**src/rtl/timer_access_sequencer.sv**
```systemverilog
// timer_access_sequencer
//
// Turns 64-bit requests from the core into sequences of 32-bit accesses on
// the machine timer's memory-mapped bus (mtime / mtimecmp).
//
// Reads use hi/lo/hi with retry. The high word is read before and after the
// low word. If the two high words differ, the low word may have wrapped
// between the reads, so the whole pass is repeated. After MAX_RETRIES extra
// passes the last sample is returned with rsp_error set.
//
// Writes use a three-step sequence: LO <= safe value, HI <= new hi,
// LO <= new lo. For mtimecmp the safe value is all-ones, so the comparator
// never sees a half-written value that is smaller than mtime. For mtime the
// safe value is zero.
//
// Ports
//   clock, reset              rising-edge clock; asynchronous active-low reset
//   req_valid/req_ready       core request handshake (see below)
//   req_write, req_target     1 = write / 0 = read; 0 = mtime / 1 = mtimecmp
//   req_wdata                 64-bit write data
//   rsp_valid                 one-cycle completion pulse, no backpressure
//   rsp_rdata, rsp_error      read result and retry-exhaustion flag
//   readEnable, writeEnable   timer bus strobes, at most one per cycle
//   writeByteEnable           4'b1111 during any access, else 0
//   address, writeData        timer word address and write data
//   readData                  timer read data, valid the cycle after readEnable
//   dbg_state                 current sequencer state, for observation only
//
// Handshake: a request transfers on a rising edge where req_valid and
// req_ready are both 1. req_ready is 1 only in IDLE and only while reset is
// released. All request fields are captured on that edge, and req_valid is
// ignored until the sequencer is back in IDLE. rsp_valid is high for exactly
// one cycle per accepted request and cannot be stalled.

module timer_access_sequencer #(
    parameter int unsigned              DATA_WIDTH      = 32,
    parameter int unsigned              ADDRESS_BITS    = 32,
    parameter logic [ADDRESS_BITS-1:0]  MTIME_ADDR      = 32'h0020bff8,
    parameter logic [ADDRESS_BITS-1:0]  MTIME_ADDR_H    = 32'h0020bffc,
    parameter logic [ADDRESS_BITS-1:0]  MTIMECMP_ADDR   = 32'h00204000,
    parameter logic [ADDRESS_BITS-1:0]  MTIMECMP_ADDR_H = 32'h00204004,
    parameter int unsigned              MAX_RETRIES     = 4
) (
    input  logic                    clock,
    input  logic                    reset,
    input  logic                    req_valid,
    output logic                    req_ready,
    input  logic                    req_write,
    input  logic                    req_target,
    input  logic [63:0]             req_wdata,
    output logic                    rsp_valid,
    output logic [63:0]             rsp_rdata,
    output logic                    rsp_error,
    output logic                    readEnable,
    output logic                    writeEnable,
    output logic [3:0]              writeByteEnable,
    output logic [ADDRESS_BITS-1:0] address,
    output logic [DATA_WIDTH-1:0]   writeData,
    input  logic [DATA_WIDTH-1:0]   readData,
    output logic [3:0]              dbg_state
);

    typedef enum logic [3:0] {
        IDLE = 4'd0,
        RH1  = 4'd1,
        RL   = 4'd2,
        RH2  = 4'd3,
        CHK  = 4'd4,
        W1   = 4'd5,
        W2   = 4'd6,
        W3   = 4'd7,
        RESP = 4'd8
    } state_t;

    localparam int unsigned RETRY_W = (MAX_RETRIES < 1) ? 1 : $clog2(MAX_RETRIES + 1);
    localparam logic [RETRY_W-1:0] RETRY_MAX = RETRY_W'(MAX_RETRIES);

    state_t                 state_q,  state_d;
    logic [RETRY_W-1:0]     retry_q,  retry_d;
    logic                   write_q,  write_d;
    logic                   target_q, target_d;
    logic [63:0]            wdata_q,  wdata_d;
    logic [DATA_WIDTH-1:0]  hi1_q,    hi1_d;
    logic [DATA_WIDTH-1:0]  lo_q,     lo_d;
    logic [63:0]            rdata_q,  rdata_d;
    logic                   err_q,    err_d;

    logic [ADDRESS_BITS-1:0] addr_hi;
    logic [ADDRESS_BITS-1:0] addr_lo;

    // Word addresses of the selected 64-bit register.
    assign addr_hi = target_q ? MTIMECMP_ADDR_H : MTIME_ADDR_H;
    assign addr_lo = target_q ? MTIMECMP_ADDR   : MTIME_ADDR;

    // Gating with reset keeps req_ready low during reset even though the
    // state register already reads IDLE.
    assign req_ready = (state_q == IDLE) && reset;
    assign dbg_state = state_q;

    always_ff @(posedge clock or negedge reset) begin
        if (!reset) begin
            state_q  <= IDLE;
            retry_q  <= '0;
            write_q  <= 1'b0;
            target_q <= 1'b0;
            wdata_q  <= '0;
            hi1_q    <= '0;
            lo_q     <= '0;
            rdata_q  <= '0;
            err_q    <= 1'b0;
        end else begin
            state_q  <= state_d;
            retry_q  <= retry_d;
            write_q  <= write_d;
            target_q <= target_d;
            wdata_q  <= wdata_d;
            hi1_q    <= hi1_d;
            lo_q     <= lo_d;
            rdata_q  <= rdata_d;
            err_q    <= err_d;
        end
    end

    always_comb begin
        state_d         = state_q;
        retry_d         = retry_q;
        write_d         = write_q;
        target_d        = target_q;
        wdata_d         = wdata_q;
        hi1_d           = hi1_q;
        lo_d            = lo_q;
        rdata_d         = rdata_q;
        err_d           = err_q;
        readEnable      = 1'b0;
        writeEnable     = 1'b0;
        address         = '0;
        writeData       = '0;
        rsp_valid       = 1'b0;
        rsp_rdata       = '0;
        rsp_error       = 1'b0;

        unique case (state_q)
            IDLE: begin
                if (req_valid) begin
                    write_d  = req_write;
                    target_d = req_target;
                    wdata_d  = req_wdata;
                    retry_d  = '0;
                    rdata_d  = '0;
                    err_d    = 1'b0;
                    state_d  = req_write ? W1 : RH1;
                end
            end
            RH1: begin
                readEnable = 1'b1;
                address    = addr_hi;
                state_d    = RL;
            end
            RL: begin
                // readData carries the high word requested in RH1.
                readEnable = 1'b1;
                address    = addr_lo;
                hi1_d      = readData;
                state_d    = RH2;
            end
            RH2: begin
                readEnable = 1'b1;
                address    = addr_hi;
                lo_d       = readData;
                state_d    = CHK;
            end
            CHK: begin
                // readData is the second high word. The sample is stored even
                // when it is torn, because an exhausted retry still reports it.
                rdata_d = {readData, lo_q};
                if (readData == hi1_q) begin
                    state_d = RESP;
                end else if (retry_q < RETRY_MAX) begin
                    retry_d = retry_q + RETRY_W'(1);
                    state_d = RH1;
                end else begin
                    err_d   = 1'b1;
                    state_d = RESP;
                end
            end
            W1: begin
                // Parks the low word at a safe value before the high word changes.
                writeEnable = 1'b1;
                address     = addr_lo;
                writeData   = target_q ? '1 : '0;
                state_d     = W2;
            end
            W2: begin
                writeEnable = 1'b1;
                address     = addr_hi;
                writeData   = wdata_q[63:32];
                state_d     = W3;
            end
            W3: begin
                writeEnable = 1'b1;
                address     = addr_lo;
                writeData   = wdata_q[31:0];
                state_d     = RESP;
            end
            RESP: begin
                rsp_valid = 1'b1;
                rsp_rdata = write_q ? 64'd0 : rdata_q;
                rsp_error = err_q;
                state_d   = IDLE;
            end
            default: begin
                state_d = IDLE;
            end
        endcase
    end

    assign writeByteEnable = (readEnable || writeEnable) ? 4'b1111 : 4'b0000;

endmodule

```
**config.mk**
```make
export PLATFORM = sky130hd
export DESIGN_NAME = timer_access_sequencer
export DESIGN_NICKNAME = d
export VERILOG_FILES = /design/src/rtl/timer_access_sequencer.sv
export SDC_FILE = /design/constraint.sdc
export NUM_CORES = 1
export LEC_CHECK = 0
export CORE_ASPECT_RATIO = 0.6
export CORE_MARGIN = 1
export CORE_UTILIZATION = 43
export DETAILED_ROUTE_END_ITERATION = 8
export PLACE_DENSITY_LB_ADDON = 0.05
export RECOVER_POWER = 50
export SLEW_MARGIN = 10
export SYNTH_ARGS = -nofsm -noshare
export SYNTH_HDL_FRONTEND = slang
export SYNTH_SLANG_ARGS = --single-unit
```
**constraint.sdc**
```tcl
create_clock -name clock -period 4.85 [get_ports clock]
set_clock_uncertainty 0.05 [all_clocks]
set_input_delay 0.97 -clock clock [delete_from_list [all_inputs] [get_ports clock]]
set_output_delay 0.97 -clock clock [all_outputs]
set_load 0.005 [all_outputs]
```
==> results list, run 1 <==
- Outcome: finished, violations left
- The final reports fail on max-capacitance violations, max-slew violations.
- STA classifies the critical path endpoint as an output port.
- CTS built an H-tree with a depth of 1.
* Worst Path Class, Setup: reg -> out
- Ys Warns: 0
- Horizontal die dimension: 192 um
* Maximum number of pins on one net before global-route repair: 98
* Cell accounting for the most synthesized area: dfrtp_1
* Global-route usage over all layers: 20.3%
- In the synthesized netlist the dominant register cell turns out to be dfrtp_1.
- CTS Hold Bufs: 0
- Routability-driven placement finished with a final weighted congestion of 0.774.
* Antenna Cells: 0
* DIE AREA: 0.0223 mm2
* Initial antenna violation count: 0
* Share of final-layout standard cells stronger than drive strength 1: 17.5%
* Post-synth ARST share: 100%
* Signed area change from the synthesized netlist to the final layout: 30.2%
* Register bit total from synthesis: 202
- The setup check on the worst reg-to-reg path leaves a slack of 920 ps.
- Grt ovf: 0
- Kind of launch point of the worst setup path: flip-flop
* Clock tree from TritonCTS: done
* Final Routed Wirelength: 22.4 mm
* Static leakage: 5.12 nW
- Number of vias per cell: 5.05
- Number of distinct library cell variants in the gate-level netlist after synthesis: 40
* First-pass iteration count of the detailed router: 4
- At the pin with the least slew margin, the transition time is 2770 ps.
* # rows: 41
- Share of the synthesized area in the top cell type: 54.3%
- Reg2reg end: wdata_q[17]$_DFFE_PN0P_
- Sum of negative setup slack: 0 ps
- Start of the worst register-to-register path: dbg_state[1]$_DFFE_PN0P_
- Antenna Violating Nets Remaining: 0
- Setup violations remaining at the end of the flow were counted as 0.
- Filler cell count: 1,848
* Fin area: 0.0121 mm2
- Buffers on Ports: 224
* Period utilisation layout: 87.5%
* Placed standard-cell area: 0.0116 mm2
- In this run the worst setup path begins at dbg_state[1]$_DFFE_PN0P_.
- CTS sink count: 202
* DRC violation count after routing: 0
- Remaining max-slew budget at the tightest pin: -84.6%
* Post-layout min period: 4240 ps
- The first global-routing pass estimated 35.2 mm of wire.
- Setup repair after global routing left no endpoint under its margin.
* Vias: 6,462
- Maximum net fanout on the critical path: 31
- Max-cap violations in this run came to 5.
* Number of nets in the final layout: 1,092
* Post_cts resized: 0
- Achievable clock frequency: 236 MHz
- Cells on worst reg2reg path: 4
- After detailed routing, the average wire length per cell comes to 17.5 um.
- The floorplan step defined a core boundary enclosing 0.0211 mm2.
- The number of pins exceeding their max-slew limit in the final report is 208.
- Sequential element share of the synthesized area: 54.3%
* Power density over cell area: 590 mW/mm2
* Number of primary I/O pins: 242
- Critical path endpoint: rsp_rdata[46]
* Cell at the root of the clock tree: clkbuf_16
* Insertion delay to the later sink of the worst-skew pair: 490 ps
* Peak supply drop: 366 uV
* Number of DRC markers after the initial detailed-route iteration: 370
* Number of enable flip-flop cells after synthesis: 0
- Detailed placement finished with a half-perimeter wire length of 15.2 mm.
- Buffer depth of the longest clock path: 3
- HP Class: in -> async
- Netlist area before placement: 0.00931 mm2
- From bottom edge to top edge, the die measures 116 um.
- The number of setup buffers added after CTS is 0.
- Synthesis produced a netlist whose cell count is 799.
- Data on the critical path is required at its endpoint by 3830 ps.
- Initial core utilization: 44.0%
* Number of endpoints with negative hold slack in the final report: 0
* Vias in the first global route: 6,262
- Post-CTS clock slew at the launch and capture registers of the worst setup and hold paths: 70 ps
- A synthesized cell averages 11.6 um2.
- Number of buffers added by the clock tree synthesis step: 20
- Data arrives at the worst endpoint at 3220 ps.
* Synth area leaders: dfrtp_1 54%, mux2_2 15%, nand2_1 5.2%
[layout by cell type (no fill, tap or decap), types with 2 or more instances in the layout]
cell	instances
nor3_1	3
clkinv_2	2
conb_1	17
a21oi_1	3
mux2_1	2
and2_1	66
xor2_1	32
nand4_1	2
a221o_1	32
dfrtp_1	202
nor4_1	8
and3_1	2
inv_1	4
clkbuf_16	21
nand3_1	2
clkbuf_8	4
o32ai_1	2
nor3_4	4
or3_1	2
nor2_1	8
a22o_1	2
clkbuf_1	11
clkdlybuf4s50_1	222
mux2_2	128
o21ai_0	64
buf_4	8
nor2_2	2
nand2_1	131
[logic make-up after synthesis]
group                      share of synthesized area [%]
AOI/OAI and AO/OA                                   7.77
xor gates and xnor gates                            3.11
adders and majority gates                          0.134
buffers and inverters                               6.16
DFF                                                 54.3
muxes                                               15.8
other                                             0.0403
and+or+nand+nor                                     12.6
[through the flow]
step | setup WS (ps) | hold slack, ps | util (%) | power, W | instances
6_report | 606 | 353 | 57.3 | 0.00715 | 1280
5_1_grt | 364 | 364 | 57.3 | 0.00767 | 1280
4_1_cts | 534 | 360 | 57.6 | 0.00724 | 1280
3_5_place_dp | 1090 | 414 | 54.7 | 0.00575 | 1247
3_3_place_gp | 1160 | 411 | 54.7 | 0.00570 | 1247
2_1_floorplan | 2190 | 393 | - | 0.00476 | 815
[cells in the mapped netlist, types with 3 or more instances]
| cell | number |
|---|---|
| dfrtp_1 | 202 |
| nand2_1 | 130 |
| mux2_2 | 128 |
| and2_1 | 66 |
| o21ai_0 | 64 |
| buf_4 | 40 |
| a221o_1 | 32 |
| xor2_1 | 32 |
| buf_2 | 27 |
| nor2_1 | 9 |
| clkbuf_2 | 8 |
| nor4_1 | 8 |
| buf_6 | 6 |
| clkbuf_1 | 4 |
| inv_1 | 4 |
| a21oi_1 | 3 |
| nor3_1 | 3 |
[flip-flops by register name, summed over array words and instances (netlist names)]
name / flops
rdata_q: 64
wdata_q: 64
hi1_q: 32
lo_q: 32
dbg_state: 4
retry_q: 3
err_q: 1
target_q: 1
write_q: 1
[worst max-delay path, stage by stage (launching register included)]
cell	delay, ps
dfrtp_1	590
nor2_8	250
and3_1	230
nor2b_4	670
buf_4	330
and2_1	160
clkdlybuf4s50_1	500
[cell type report]
cell class | count | area (um2) | share of cell area, %
Tap cell | 279 | 349 | 2.88
Inverter | 4 | 15.0 | 0.124
Multi-Input combinational cell | 524 | 3750 | 30.9
Clock buffer | 31 | 593 | 4.89
Timing Repair Buffer | 238 | 2350 | 19.4
Clock inverter | 2 | 10.0 | 0.0826
Sequential cell | 202 | 5050 | 41.7
[power breakdown]
group / total [W] / internal (W) / switching [W]
clock: 0.00146 / 0.000837 / 0.000625
sequential: 0.00297 / 0.00249 / 0.000487
combinational: 0.00271 / 0.00157 / 0.00114
total: 0.00715 / 0.00489 / 0.00225
[layer usage]
layer	global-route usage [%]	vias to the layer above	wire [um]
met1	33.5	3171	11800
met3	4.57	22	1570
met5	0	-	0
met2	26.5	187	8800
li1	-	3082	-
met4	3.65	0	255
[worst min-delay path by stage]
stage                               from  slack (ps)  cells after the start                       to
finish                             reset         350                      1   wdata_q[5]$_DFFE_PN0P_
global placement    lo_q[22]$_DFFE_PN0P_         410                      2  rdata_q[22]$_DFFE_PN0P_
detailed placement  lo_q[22]$_DFFE_PN0P_         410                      2  rdata_q[22]$_DFFE_PN0P_
global route                       reset         360                      1   wdata_q[5]$_DFFE_PN0P_
CTS                                reset         360                      1   wdata_q[5]$_DFFE_PN0P_
floorplan            lo_q[6]$_DFFE_PN0P_         390                      2   rdata_q[6]$_DFFE_PN0P_
(Power assumes the default switching activity.)
==> run 2, diff against run 1 <==
Settings changed: MAX_ROUTING_LAYER set to met4.
==> run 2 against run 1 <==
Against the previous run:
- the flow still finishes with violations (max-capacitance violations, max-slew violations)
- final cell count did not move
- combinational power about the same
- via count fell by 0.31%
- first-iteration DRC count is 15% higher
- largest cell class unchanged
- register-to-register slack is essentially flat
- routed wire length rose by 0.36%
- clock power hardly changed
- count of clock-buffer cells in the layout stayed put
- fmax up 0.24%
- sequential power hardly changed
==> results list, run 2 (synthesis gave the netlist of run 1 again) <==
- Outcome: finished, violations left
- Violated checks: max-capacitance violations, max-slew violations
* Setup Slack @ Placement: 1090 ps
- After the last flow step, the layout net total stands at 1,092.
- The worst setup path is of the reg -> out kind.
* Number of cells in the design after placement: 1,247
- In the global route stage, overall resource usage came out at 21.0%.
* HP Class: in -> async
* Number of endpoints with negative hold slack in the final report: 0
- In this run the post-CTS setup repair buffer count came out at 0.
* Power density over cell area: 590 mW/mm2
* Required time of the critical path: 3830 ps
- Detailed placement finished with a half-perimeter wire length of 15.2 mm.
- On the worst path, the slowest cell contributes a delay of 660 ps.
- The worst setup path is launched from a flip-flop.
* Fin area: 0.0121 mm2
* Initial antenna violation count: 0
- Final number of setup-violating endpoints: 0
- After layout, the worst setup slack is 616 ps.
- Signed area change from the synthesized netlist to the final layout: 30.2%
- The first global-routing pass estimated 35.3 mm of wire.
- At the end of routability-driven placement, the weighted congestion stood at 0.785.
* Critical path's slowest cell: nor2b_4
* Placed standard-cell area: 0.0116 mm2
- The tree built by TritonCTS fans out to 202 sinks.
- CTS Hold Bufs: 0
- Clock-pin slew was measured on the worst setup and hold paths at 70 ps.
- Antenna Cells: 0
- Post-layout min period: 4230 ps
- During I/O placement, the number of pins put on the boundary was 242.
- The tool flagged a number of max-cap violations equal to 5.
- Most common cell after layout, fill and taps aside: clkdlybuf4s50_1
* Vias in the first global route: 6,262
- After floorplanning, the core was divided into 41 placement rows.
- Total count of max-transition violations in the final report: 208
- Entering global routing, the biggest net connects 98 pins.
- Insertion delay to the later sink of the worst-skew pair: 490 ps
- Filler cell count: 1,848
* Biggest registers after layout: rdata_q x64, wdata_q x64
* Peak supply drop: 365 uV
- Number of buffers added by the clock tree synthesis step: 20
- Final Routed Wirelength: 22.5 mm
- Number of vias per cell: 5.03
- WL/cell: 17.5 um
- Share of final-layout standard cells stronger than drive strength 1: 17.5%
- Buffer depth of the longest clock path: 3
- In this run the clock root is driven by a clkbuf_16.
- DRC violation count after routing: 0
- TritonCTS built the clock tree.
* Achievable clock frequency: 236 MHz
- Sum of negative setup slack: 0 ps
* Core area: 0.0211 mm2
- Vias: 6,442
- Cell breakdown of the critical path: nor2_8, and3_1, nor2b_4, buf_4, and2_1, clkdlybuf4s50_1
* DIE AREA: 0.0223 mm2
* Overall die height: 116 um
* Initial core utilization: 44.0%
* Setup repair after global routing missed its margin: no
* Grt ovf: 0
* Worst setup EP type: output port
- The detailed router finished its first iteration with 426 violations.
* First-pass iteration count of the detailed router: 4
- Buffers on Ports: 224
- Remaining max-slew budget at the tightest pin: -84.6%
* H-tree lvl count: 1
- The number of gates resized after CTS was 0.
- Fin cells: 1,280
- After layout, the worst path uses 87.3% of the clock period.
- Slew at the pin closest to its max-slew limit: 2770 ps
- Final worst hold slack: 355 ps
* Antenna Violating Nets Remaining: 0
* Endpoint arrival time on the critical path: 3210 ps
- The analysis attributes to cell leakage a power of 5.12 nW.
- Most frequent cells in the layout: 222 x clkdlybuf4s50_1, 202 x dfrtp_1, 131 x nand2_1
* Horizontal die dimension: 192 um
- Of all nets on the critical path, the largest fanout is 31.
-- run 2: cell counts in the layout (fill, tap and decap cells not counted) --
Identical to the previous run, type by type.
-- run 2: final timing paths --
kind | startpoint | slack [ps] | cells past startpoint | end
min in group clock | lo_q[22]$_DFFE_PN0P_ | 420 | 2 | rdata_q[22]$_DFFE_PN0P_
min reg2reg | lo_q[22]$_DFFE_PN0P_ | 420 | 2 | rdata_q[22]$_DFFE_PN0P_
max reg2reg | dbg_state[1]$_DFFE_PN0P_ | 920 | 4 | wdata_q[12]$_DFFE_PN0P_
max | dbg_state[1]$_DFFE_PN0P_ | 620 | 6 | rsp_rdata[34]
min | reset | 360 | 1 | wdata_q[5]$_DFFE_PN0P_
max in group asynchronous | reset | 1080 | 3 | rdata_q[47]$_DFFE_PN0P_
-- run 2: worst max-delay path, delay by kind of cell, from the launching register on --
family | cells | cell delay [ps]
flip-flops | 1 | 590
buffers and inverters | 2 | 820
AND/OR/NAND/NOR | 4 | 1290
-- run 2: per-stage QoR --
| stage | util (%) | power, W |
|---|---|---|
| after floorplan | - | 0.00476 |
| after global placement | 54.7 | 0.00570 |
| after detailed placement | 54.7 | 0.00575 |
| after CTS | 57.6 | 0.00724 |
| after global routing | 57.3 | 0.00767 |
| final | 57.3 | 0.00715 |
-- run 2: routing by layer --
metal	vias up	GRT usage (%)	part of all wire, %
met5	-	-	0
met4	0	3.65	1.2
met3	22	4.06	5.7
met2	176	26.5	39
met1	3172	33.8	54
li1	3072	-	-
-- run 2: layout make-up --
type | instances | area [um2] | share of cell area (%)
clock inverters | 2 | 10.0 | 0.0826
flip-flops and latches | 202 | 5050 | 41.7
well taps | 279 | 349 | 2.88
clock buffers | 31 | 593 | 4.89
multi-input cells | 524 | 3750 | 30.9
inverters | 4 | 15.0 | 0.124
repair buffers | 238 | 2350 | 19.4
-- run 2: power by group --
group	internal [W]	switching (W)	total [W]
Combinational	0.00157	0.00115	0.00272
Sequential	0.00249	0.000488	0.00297
Clock	0.000837	0.000627	0.00146
Total	0.00489	0.00226	0.00715
==> run 3, diff against run 2 <==
Settings changed: CORE_ASPECT_RATIO 0.6 to not set.
==> run 3 against run 2 <==
Against the previous run:
- the flow still finishes with violations (max-capacitance violations, max-slew violations)
- final cell count up 0.23%
- die area hardly changed
- sequential share of layout area decreased by 0.54 points
- via count down 0.54%
- worst hold slack improved by 53 ps
- combinational power is 2% lower
- register-to-register slack better by 500 ps
- largest cell class unchanged
- largest power group unchanged
- highest routed layer unchanged
==> results list, run 3 (synthesis gave the netlist of run 1 again) <==
- Outcome: finished, violations left
- Violated checks: max-capacitance violations, max-slew violations
- First-pass iteration count of the detailed router: 4
- In this run, the combinational gates consume 36.0% of the power.
- In the final layout, the share of cells above drive strength 1 is 18.8%.
* Initial core utilization: 44.0%
* Number of buffers added by the clock tree synthesis step: 23
* Insertion delay to the later sink of the worst-skew pair: 510 ps
- STA classifies the critical path startpoint as a flip-flop.
- Most common cell after layout, fill and taps aside: clkdlybuf4s50_1
- Cell breakdown of the critical path: nor2_8, and3_1, nor2b_4, buf_4, and2_1, clkdlybuf4s50_1
- Fin area: 0.0123 mm2
- # rows: 53
- Once placement finished, the instance area stood at 0.0115 mm2.
- CTS Hold Bufs: 0
- Cells fill 58.0% of the core in the end.
* Remaining max-slew budget at the tightest pin: -29.3%
* Grt ovf: 0
* Post_cts resized: 0
- H-tree lvl count: 1
- For this design, the sink count on the clock tree is 202.
* Power density over cell area: 606 mW/mm2
* Final number of setup-violating endpoints: 0
* Final worst-path setup slack: 1020 ps
* Clock tree from TritonCTS: done
* Number of endpoints with negative hold slack in the final report: 0
- Cell-internal power: 0.00515 W
- Routability congestion estimate from global placement: 0.757
- Fill cells in the final layout number 1,813.
- Number of nets in the final layout: 1,094
- Horizontal die dimension: 149 um
- For this design the top-level I/O count stands at 242.
- Setup Slack @ Placement: 1480 ps
- Initial antenna violation count: 0
- In the final timing run, aggregate negative setup slack is 0 ps.
* WL/cell: 16.6 um
* Post-CTS setup-driven buffer insertion count: 0
- Seq pwr share: 39.9%
- Post-DP HPWL: 14.0 mm
* Antenna Violating Nets Remaining: 0
- DIE AREA: 0.0222 mm2
* Setup repair after global routing missed its margin: no
- Required time of the critical path: 3830 ps
- On the worst path, the slowest cell contributes a delay of 580 ps.
- The worst path needs 3830 ps of the cycle, external delays included.
- Maximum number of pins on one net before global-route repair: 85
- Based on the critical path, the design can be clocked at up to 261 MHz.
- Net switching power figure: 0.00229 W
- Per report_power, the clock group accounts for 24.1% of the total.
* Worst setup EP type: output port
- Worst Path Class, Setup: reg -> out
- Along the worst path, the maximum fanout reaches 64.
- Summing over every cut layer, the via total after detailed routing is 6,407.
- HP Class: in -> async
- IR analysis of the VDD net gives a maximum drop of 328 uV.
- Most frequent cells in the layout: 222 x clkdlybuf4s50_1, 202 x dfrtp_1, 131 x nand2_1
- Core area: 0.0212 mm2
- Buffer depth of the longest clock path: 3
- Fraction of power spent switching nets: 30.7%
- Global-route usage over all layers: 20.0%
- Period utilisation layout: 79.0%
- Critical path's slowest cell: dfrtp_1
- Final Routed Wirelength: 21.3 mm
* Overall die height: 149 um
* Biggest registers after layout: rdata_q x64, wdata_q x64
- The count of buffers added on input and output ports is 224.
- For the pin with the worst max-slew slack, the measured transition is 1930 ps.
- Post-CTS clock slew at the launch and capture registers of the worst setup and hold paths: 60 ps
* Max-capacitance violation count: 5
- Static leakage: 5.21 nW
- Cell at the root of the clock tree: clkbuf_16
* Signed area change from the synthesized netlist to the final layout: 31.9%
* Vias in the first global route: 6,339
- Antenna Cells: 0
- Endpoint arrival time on the critical path: 2810 ps
* DRC violation count after routing: 0
* First-pass GRT wire length: 33.9 mm
* Total count of max-transition violations in the final report: 228
* Number of DRC markers after the initial detailed-route iteration: 257
- Dividing the detail-routed via count by the number of cells gives 4.99.
==> run 3: changes by cell type in the layout (fill, tap and decap cells not counted), moves of 2 or more <==
cell | before | now
clkbuf_1 | 11 | 3
clkbuf_16 | 21 | 23
bufinv_16 | 0 | 3
clkinvlp_4 | 0 | 2
clkbuf_8 | 4 | 6
clkbuf_2 | 0 | 2
clkinv_2 | 2 | 5
buf_4 | 8 | 10
==> run 3: metal layers <==
metal	routed length [um]	vias to the layer above	part of all wire (%)	global-route usage, %
met3	1560	24	7.3	5.38
li1	-	3069	-	-
met1	9450	3136	44	26.3
met5	0	-	0	-
met2	9960	178	47	30.8
met4	306	0	1.4	4.59
==> run 3: per-stage QoR <==
step / power [W] / instances / hold slack (ps)
after floorplan: 0.00476 / 815 / 393
after global placement: 0.00564 / 1242 / 408
after detailed placement: 0.00571 / 1242 / 412
after CTS: 0.00755 / 1283 / 413
after global routing: 0.00795 / 1283 / 438
final: 0.00744 / 1283 / 408
==> run 3: final timing paths <==
path	start	end	slack, ps	depth (start not counted)
setup / recovery	dbg_state[1]$_DFFE_PN0P_	rsp_rdata[30]	1020	6
hold / removal	reset	hi1_q[13]$_DFFE_PN0P_	410	1
setup reg to reg	dbg_state[1]$_DFFE_PN0P_	wdata_q[49]$_DFFE_PN0P_	1420	4
hold reg to reg	lo_q[0]$_DFFE_PN0P_	rdata_q[0]$_DFFE_PN0P_	420	2
max in group asynchronous	reset	wdata_q[9]$_DFFE_PN0P_	2190	2
min in group clock	lo_q[0]$_DFFE_PN0P_	rdata_q[0]$_DFFE_PN0P_	420	2
==> run 3: critical path: cells and delay by family, from the launching register on <==
kind / cells / cell delay [ps]
buffers and inverters: 2 / 880
flip-flops: 1 / 580
AND/OR/NAND/NOR: 4 / 800
==> run 3: cell type report <==
cell class                 instances  area [um2]  share of cell area, %
timing repair buffer             237        2330                   19.0
clock inverter                    11         139                   1.13
tap                              275         344                   2.80
clock buffer                      30         652                   5.31
inverter                           4        15.0                  0.122
sequential                       202        5050                   41.2
multi-input combinational        524        3740                   30.4
==> run 3: power groups by stage <==
stage          clock (W)  sequential (W)  combinational, W
2_1_floorplan          0         0.00281           0.00195
3_3_place_gp           0         0.00298           0.00266
3_5_place_dp           0         0.00300           0.00271
4_1_cts          0.00184         0.00298           0.00273
5_1_grt          0.00190         0.00308           0.00297
6_report         0.00179         0.00297           0.00267
